**config.mk**
```make
export PLATFORM = sky130hd
export DESIGN_NAME = pattern_det_prog
export DESIGN_NICKNAME = d
export VERILOG_FILES = /design/src/rtl/pattern_det_pkg.sv /design/src/rtl/pattern_det_hist.sv /design/src/rtl/pattern_det_prog.sv
export SDC_FILE = /design/constraint.sdc
export NUM_CORES = 1
export LEC_CHECK = 0
export ABC_AREA = 1
export CAP_MARGIN = 20
export CORE_UTILIZATION = 49
export CTS_CLUSTER_DIAMETER = 60
export DETAILED_ROUTE_END_ITERATION = 8
export PLACE_DENSITY = 0.71
export SLEW_MARGIN = 20
export SYNTH_ARGS = -nofsm -noshare
export SYNTH_HDL_FRONTEND = slang
export SYNTH_SLANG_ARGS = --single-unit
```
**constraint.sdc**
```tcl
create_clock -name clk -period 2.2 [get_ports clk]
set_clock_uncertainty 0.2 [all_clocks]
set_input_delay 0.44 -clock clk [delete_from_list [all_inputs] [get_ports clk]]
set_output_delay 0.44 -clock clk [all_outputs]
set_load 0.05 [all_outputs]
```
**src/rtl/pattern_det_pkg.sv**
```systemverilog
// Shared types and constants for the programmable pattern detector.
// Latency: n/a (declarations only).
// Backpressure: n/a.
package pattern_det_pkg;

  // Control FSM encoding
  typedef enum logic [1:0] {
    S_UNCFG = 2'b00,
    S_RUN   = 2'b01,
    S_ERR   = 2'b10
  } state_t;

  // Symbol names for the single-bit Bike/Car stream
  localparam logic B = 1'b0;
  localparam logic C = 1'b1;

endpackage

```
**src/rtl/pattern_det_hist.sv**
```systemverilog
// Symbol history shift register with per-position equality against an aligned pattern.
// Latency: eq is combinational on d_in and the stored history; history updates one edge after shift_en.
// Backpressure: none; one symbol per clock when shift_en is high.
//
// Ports:
//   clk, rst_n  : clock, async active-low reset
//   shift_en    : shift d_in into the history
//   flush       : clear the history (takes priority over shift_en)
//   d_in        : incoming symbol
//   pat         : pattern aligned so that pat[i] is expected i symbols before d_in
//   eq          : eq[i] = 1 when the symbol i positions back matches pat[i]
module pattern_det_hist #(
  parameter int SYM_W   = 1,
  parameter int MAX_LEN = 8
) (
  input  logic                            clk,
  input  logic                            rst_n,
  input  logic                            shift_en,
  input  logic                            flush,
  input  logic [SYM_W-1:0]                d_in,
  input  logic [MAX_LEN-1:0][SYM_W-1:0]   pat,
  output logic [MAX_LEN-1:0]              eq
);

  // Only MAX_LEN-1 older symbols are stored: together with the incoming
  // d_in they make up the full MAX_LEN-symbol window used by the compare.
  logic [MAX_LEN-2:0][SYM_W-1:0] hist_q;

  always_ff @(posedge clk or negedge rst_n) begin
    if (!rst_n) begin
      hist_q <= '0;
    end else if (flush) begin
      hist_q <= '0;
    end else if (shift_en) begin
      hist_q[0] <= d_in;
      for (int i = 1; i < MAX_LEN - 1; i++) begin
        hist_q[i] <= hist_q[i-1];
      end
    end
  end

  // Position 0 is the symbol arriving this cycle; position i>0 is hist_q[i-1].
  always_comb begin
    eq    = '0;
    eq[0] = (d_in == pat[0]);
    for (int i = 1; i < MAX_LEN; i++) begin
      eq[i] = (hist_q[i-1] == pat[i]);
    end
  end

endmodule

```
**src/rtl/pattern_det_prog.sv**
```systemverilog
// Runtime-programmable serial pattern detector with overlap select and saturating match counter.
// Latency: pattern_detected pulses the cycle after the edge sampling the completing symbol.
// Backpressure: none; accepts one symbol per clock whenever valid_in is high.
//
// Ports:
//   clk, rst_n        : clock, async active-low reset
//   cfg_load          : pulse capturing cfg_pattern / cfg_len / cfg_overlap
//   cfg_pattern       : pattern, symbol 0 (first received) in the low SYM_W bits
//   cfg_len           : pattern length, legal 1..MAX_LEN
//   cfg_overlap       : 1 = overlapping matches, 0 = restart after a match
//   valid_in, d_in    : qualified input symbol stream
//   count_clr         : synchronous clear of match_count
//   armed, cfg_err    : legal config running / last load was illegal
//   pattern_detected  : one-cycle pulse per match
//   match_count       : saturating match counter
module pattern_det_prog #(
  parameter int SYM_W   = 1,
  parameter int MAX_LEN = 8,
  parameter int LEN_W   = $clog2(MAX_LEN + 1),
  parameter int CNT_W   = 16
) (
  input  logic                     clk,
  input  logic                     rst_n,
  input  logic                     cfg_load,
  input  logic [MAX_LEN*SYM_W-1:0] cfg_pattern,
  input  logic [LEN_W-1:0]         cfg_len,
  input  logic                     cfg_overlap,
  input  logic                     valid_in,
  input  logic [SYM_W-1:0]         d_in,
  input  logic                     count_clr,
  output logic                     armed,
  output logic                     cfg_err,
  output logic                     pattern_detected,
  output logic [CNT_W-1:0]         match_count
);

  import pattern_det_pkg::*;

  localparam logic [LEN_W-1:0] MAX_LEN_L = LEN_W'(MAX_LEN);

  state_t                        state_q, state_d;
  logic                          armed_d, cfg_err_d;
  logic [LEN_W-1:0]              len_q;
  logic                          overlap_q;
  logic [MAX_LEN-1:0][SYM_W-1:0] pat_al_q, pat_al_d;
  logic [MAX_LEN-1:0][SYM_W-1:0] cfg_pat_arr;
  logic [LEN_W-1:0]              fill_q, fill_inc;
  logic [MAX_LEN-1:0]            eq, len_mask;
  logic                          cfg_ok, accept, match;

  assign cfg_pat_arr = cfg_pattern;
  assign cfg_ok      = (cfg_len != '0) && (cfg_len <= MAX_LEN_L);

  // FSM: every cfg_load decides the state purely from the length's legality.
  always_comb begin
    state_d   = state_q;
    armed_d   = 1'b0;
    cfg_err_d = 1'b0;
    if (cfg_load) begin
      state_d = cfg_ok ? S_RUN : S_ERR;
    end
    armed_d   = (state_d == S_RUN);
    cfg_err_d = (state_d == S_ERR);
  end

  // Store the pattern pre-reversed for its length, so that pat_al[i] is the
  // symbol expected i positions before the newest one. This moves the
  // length-dependent indexing off the per-symbol path.
  always_comb begin
    pat_al_d = '0;
    for (int i = 0; i < MAX_LEN; i++) begin
      for (int j = 0; j < MAX_LEN; j++) begin
        if ((i + j + 1) == int'(cfg_len)) begin
          pat_al_d[i] = cfg_pat_arr[j];
        end
      end
    end
  end

  pattern_det_hist #(
    .SYM_W   (SYM_W),
    .MAX_LEN (MAX_LEN)
  ) u_hist (
    .clk      (clk),
    .rst_n    (rst_n),
    .shift_en (accept),
    .flush    (cfg_load),
    .d_in     (d_in),
    .pat      (pat_al_q),
    .eq       (eq)
  );

  // A load in the same cycle wins: its symbol is dropped.
  assign accept   = valid_in && (state_q == S_RUN) && !cfg_load;
  assign fill_inc = (fill_q == len_q) ? len_q : fill_q + LEN_W'(1);

  always_comb begin
    len_mask = '0;
    for (int i = 0; i < MAX_LEN; i++) begin
      len_mask[i] = (i < int'(len_q));
    end
  end

  // Positions beyond len_q are forced true so older history is ignored.
  assign match = accept && (fill_inc == len_q) && (&(eq | ~len_mask));

  always_ff @(posedge clk or negedge rst_n) begin
    if (!rst_n) begin
      state_q          <= S_UNCFG;
      armed            <= 1'b0;
      cfg_err          <= 1'b0;
      len_q            <= '0;
      overlap_q        <= 1'b0;
      pat_al_q         <= '0;
      fill_q           <= '0;
      pattern_detected <= 1'b0;
      match_count      <= '0;
    end else begin
      state_q          <= state_d;
      armed            <= armed_d;
      cfg_err          <= cfg_err_d;
      pattern_detected <= match;

      if (cfg_load) begin
        len_q     <= cfg_len;
        overlap_q <= cfg_overlap;
        pat_al_q  <= pat_al_d;
      end

      if (cfg_load) begin
        fill_q <= '0;
      end else if (accept) begin
        fill_q <= (match && !overlap_q) ? '0 : fill_inc;
      end

      // Clear wins over an increment from a coincident match.
      if (count_clr) begin
        match_count <= '0;
      end else if (match && !(&match_count)) begin
        match_count <= match_count + CNT_W'(1);
      end
    end
  end

endmodule

```
==> impl_metrics.json <==
{
  "fmax_ghz": 0.470,
  "crit_required_ns": 1.56,
  "cp.arrival_ns": 1.49,
  "syn_area_per_cell_um2": 6.54,
  "hold_path_class": "reg2reg",
  "relSlewSlack": 0.613,
  "die_y_um": 83.7,
  "cp_cell_sequence": "clkdlybuf4s50_1",
  "routabilityCongestion": 0.895,
  "grt_antenna_before_repair": 0,
  "nFillCells": 607,
  "slowest_delay_ns": 0.80,
  "async_flop_share": 1.00,
  "routed_wl_mm": 8.64,
  "hold_ws_ns": 0.296,
  "top_layer_used": "met4",
  "dp.cells": 664,
  "rsz0062_at_grt": "true",
  "drtAntennaViolNets": 0,
  "track_usage": 0.264,
  "met2_length_mm": 4.14,
  "synth_seq_cells": 45,
  "setup_viol": 0,
  "path_max_fanout": 3,
  "outcome": "finished clean",
  "cp-start-kind": "flop",
  "fin_crit_sh": 0.967,
  "preCtsSetupSlack_ns": -0.251,
  "cts_tree": "yes",
  "chipWidth_um": 83.7,
  "cp_slowest_cell": "clkdlybuf4s50_1",
  "insertion_delay_ns": 0.31,
  "clk_pin_slew_ns": 0.10,
  "antennaDiodeCount": 0,
  "final_nets": 617,
  "hpwl_mm": 6.90,
  "synth.most_common_cell": "nand2_1",
  "synth_nets": 521,
  "crit_family": "buffers and inverters",
  "die_area_mm2": 0.00701,
  "tightestPinTransition_ns": 0.579,
  "overflow": 0,
  "fin_util": 0.665,
  "ys_top_cells_by_area": "dfrtp_1 34%, nand2_1 19%, inv_1 7.6%",
  "start_util": 0.512,
  "peakVddDrop_mv": 0.424,
  "drive_gt1_frac": 0.188,
  "crit_buf_inv": 1,
  "htreeDepth": 2,
  "clockBufferDepth": 2,
  "boundaryPins": 38,
  "slew_violations": 0,
  "drt_iter0_markers": 125,
  "hold_viol_final": 0,
  "synth_common_cells": "163 x nand2_1, 66 x inv_1, 62 x nor2_1",
  "port_buffers": 37,
  "worst_slack_ns": 0.0720,
  "post-synth-top-area-fraction": 0.344,
  "finalInstanceArea_mm2": 0.00425,
  "wl_met3_um": 321,
  "path_class": "reg2out",
  "core_mm2": 0.00639,
  "post-route-min-period_ns": 2.13,
  "vias_per_cell": 5.17,
  "place_area_mm2": 0.00411,
  "finalNonFillerCells": 674,
  "first_pass_iters": 5,
  "grt_pass1_vias": 3375,
  "synth_area_leader_cell": "dfrtp_1",
  "syn_to_final_growth_pct": 29.8,
  "worstSetupEndpointType": "output port",
  "p_leak_nw": 2.21,
  "synth_area_mm2": 0.00327,
  "drc": 0,
  "root_buffer": "clkbuf_8",
  "grt_max_degree": 27,
  "cts_buffers": 5,
  "vias": 3487,
  "synthFlopType": "dfrtp_1",
  "synth.distinct_cells": 40,
  "yosys_warnings": 0,
  "ys_seq_area_frac": 0.344,
  "maxCapViolCount": 0,
  "post_drt_wl_per_cell_um": 12.8,
  "syn_inst": 500,
  "placementRows": 29,
  "synth_edf_count": 0,
  "p_per_area_mw_per_mm2": 458,
  "wl_met1_mm": 4.09,
  "grt_pass1_wl_mm": 15.2,
  "cts.sinks": 45
}
-- report_power, final --
group | internal (mW) | switching, mW
logic | 0.205 | 0.290
clock network | 0.230 | 0.321
registers | 0.865 | 0.0318
-- final timing paths --
path | start | end | slack [ns] | depth (start not counted)
setup reg to reg | match_count[0]$_DFFE_PN0P_ | match_count[12]$_DFFE_PN0P_ | 0.14 | 8
min in group asynchronous | rst_n | pattern_detected$_DFF_PN0_ | 0.39 | 2
setup / recovery | match_count[1]$_DFFE_PN0P_ | match_count[1] | 0.07 | 1
max in group asynchronous | rst_n | u_hist.hist_q[1]$_DFFE_PN0P_ | 0.84 | 3
hold reg to reg | state_q[0]$_DFF_PN0_ | cfg_err$_DFF_PN0_ | 0.30 | 1
hold / removal | state_q[0]$_DFF_PN0_ | cfg_err$_DFF_PN0_ | 0.30 | 1
-- flip-flops by register name, indices dropped and copies added (netlist names) --
name,cells
cfg_err,1
pattern_detected,1
state_q,2
pat_al_q,8
armed,1
u_hist.hist_q,7
fill_q,4
match_count,16
len_q,4
overlap_q,1
-- repair_timing --
action | in CTS | in global routing
hold endpoints to repair | 17 | 0
setup buffers | 0 | 1
hold buffers | 1 | 0
setup endpoints to repair | 0 | 23
resized for setup | 0 | 7
-- area by class of cell --
class,instances,area (µm²),share of cell area
clock buffers,5,68.8,0.0162
clock inverters,3,25.0,0.00589
inverters,70,264,0.0622
multi-input cells,375,1840,0.433
flip-flops and latches,45,1130,0.266
well taps,77,96.3,0.0227
repair buffers,99,823,0.194
-- logic make-up (layout without fill, tap and decap cells) --
kind of cell | count (synthesis) | count (layout) | share of synthesized area
DFF | 45 | 45 | 0.344
xor gates and xnor gates | 15 | 15 | 0.0402
and+or+nand+nor | 301 | 301 | 0.405
adders and majority gates | 2 | 2 | 0.00765
buffers and inverters | 80 | 177 | 0.0994
AOI/OAI and AO/OA | 57 | 57 | 0.104
-- placed cells by master (no fill, tap or decap), types with 2 or more instances in the layout --
master,synthesis,layout
nor4_1,2,2
o21ai_0,21,21
nand3_2,2,2
xor2_1,10,10
dlymetal6s2s_1,0,3
buf_4,0,72
nand2_2,6,6
a21oi_1,12,12
o2111ai_1,6,6
dfrtp_1,45,43
nor2_2,4,4
dfrtp_2,0,2
clkbuf_8,0,5
o22ai_1,11,11
nor2_1,62,61
inv_2,3,3
inv_1,66,66
nand2_4,2,2
nand4_1,4,4
nand2_1,163,163
nor3_1,6,6
nand3_1,40,40
clkdlybuf4s50_1,0,21
nor2_4,2,3
xnor2_1,5,5
-- per-layer routing --
layer	track usage	up-vias
met5	0	-
met4	0.0740	0
met3	0.0366	11
met2	0.444	66
met1	0.354	1628
li1	-	1782
-- per-stage QoR --
stage / TNS [ns] / total power, mW
floorplan: 0 / 1.19
global placement: -4.80 / 1.40
detailed placement: -5.68 / 1.40
CTS: 0 / 1.95
global route: -0.00968 / 2.05
finish: 0 / 1.94
Note: power is estimated with default switching activity, not from simulation.
==> patch, RTL diff (same flow settings) <==
Reset style: synchronous (`rst_n`), changed in 2 clocked blocks. Comments in the files are not updated.
--- a/src/rtl/pattern_det_hist.sv
+++ b/src/rtl/pattern_det_hist.sv
@@ -27,5 +27,5 @@
   logic [MAX_LEN-2:0][SYM_W-1:0] hist_q;
 
-  always_ff @(posedge clk or negedge rst_n) begin
+  always_ff @(posedge clk) begin
     if (!rst_n) begin
       hist_q <= '0;
--- a/src/rtl/pattern_det_prog.sv
+++ b/src/rtl/pattern_det_prog.sv
@@ -105,5 +105,5 @@
   assign match = accept && (fill_inc == len_q) && (&(eq | ~len_mask));
 
-  always_ff @(posedge clk or negedge rst_n) begin
+  always_ff @(posedge clk) begin
     if (!rst_n) begin
       state_q          <= S_UNCFG;
Behaviour: differs if rst_n is asserted again (counterexample within 4 cycles, from zero or initial values and one cycle with rst_n low); with rst_n held inactive, the same outputs for 10 cycles.
==> patch against the original RTL <==
- setup slack worse by 0.028 ns
- die area down 9.6%
- power down 8.0%
- core utilization up 3.1 points
- synthesized area down 9.8%
- sequential cell count unchanged
- routed wire length down 5.4%
- cell area down 7.5%
- via count down 3.7%
- hold slack worse by 0.026 ns
- non-clock buffer count down 13
- critical path type unchanged
- global-route usage up 0.64 points
- clock power up 3.8%
==> patch: results <==
[cells_and_area]
inv_count = 59
num-multi-input-gates = 357
clk_share_pct = 2.48
flops_and_latches = 45
ff_latch_area_um2 = 916
reg.largest.list = "match_count x16, pat_al_q x8, u_hist.hist_q x7"
multiInputGateArea_um2 = 1850
buffer_area_share_pct = 19.1
nets = 575
fillers = 520
buffers_excl_clock = 86
drive_above_1_share_pct = 18.0

[yosys]
synthTopCellsByArea = "dfxtp_1 31%, nand2_1 15%, nand3_1 7.6%, nor2_1 7.2%, inv_1 7.0%"
synthTopCellsByCount = "116 x nand2_1, 57 x nor2_1, 55 x inv_1"
synth_compound_area_share_pct = 14.6
yosysSeqAreaShare_pct = 30.5
async_flop_share_pct = 0
syn-num-nets = 491
synth_xor_area_share_pct = 5.93
ys_types = 31

[critical_path]
critPathArrivalTime_ns = 1.52
rr_worst_depth = 7
timing.rr.start = "match_count[0]$_SDFFE_PP0P_"
cp-endpoint = "match_count[13]"
worstPathMaxFanout = 4
max_stage_delay_ns = 0.82
cp-startpoint = "match_count[13]$_SDFFE_PP0P_"

[routing]
met3_length_um = 458
drt_wl_total_um = 8170
dr_wl_met2_um = 3630
drt_iter0_markers = 223
wl_met1_um = 3990
vias = 3357
top_layer_used = "met4"

[pwr]
irDropWorstVdd_mv = 0.330
combinationalPowerShare_pct = 20.4
p_int_mw = 1.23
seq_power_mw = 0.850
power.leakage_nw = 1.76

[global_route]
grt_pass1_vias = 2980
grt_pass1_wl_um = 13500
gr-usage-met2_pct = 43.5
grt_max_degree = 18
grt_use_met1_pct = 37.9
met3_usage_pct = 3.20
grtUsageTotal_pct = 27.0

[clock_tree]
clock_path_buffers = 2

[worst_hold_path]
hold_depth = 2
hold_start = "pat_al_q[7]$_SDFFE_PN0P_"
whs_endpoint = "pat_al_q[7]$_SDFFE_PN0P_"

[outcome]
status = "finished clean"

[sta]
tightest_slew_ns = 0.552

[place]
gp_congestion = 0.957
dp_hpwl_um = 6280
patch: cell types whose count changed after synthesis, sizes merged, moves of 3 or more:
cell     delta
a21oi      +16
nor3        +4
dfxtp      +45
dfrtp      -45
o21ai       +8
nor2        -6
nand2      -52
o2111ai     -4
nand3       +6
inv        -10
nand4       +5
xor2        +4
a211oi      +3
patch: what timing repair did:
item                       CTS  global route
gates cloned                 0             1
pin swaps                    0             5
setup endpoints to repair   15            23
gates resized for setup      2            24
patch: through the flow:
| stage | power, mW | setup WS, ns | area, µm² | hold slack (ns) | instances |
|---|---|---|---|---|---|
| after floorplan | 1.07 | 0.0708 | 2960 | 0.241 | 470 |
| after global placement | 1.21 | -0.233 | 3740 | 0.254 | 618 |
| after detailed placement | 1.21 | -0.270 | 3740 | 0.256 | 618 |
| after CTS | 1.79 | 0.00497 | 3840 | 0.271 | 626 |
| after global routing | 1.87 | -0.00837 | 3930 | 0.297 | 627 |
| final | 1.79 | 0.0443 | 3930 | 0.270 | 627 |
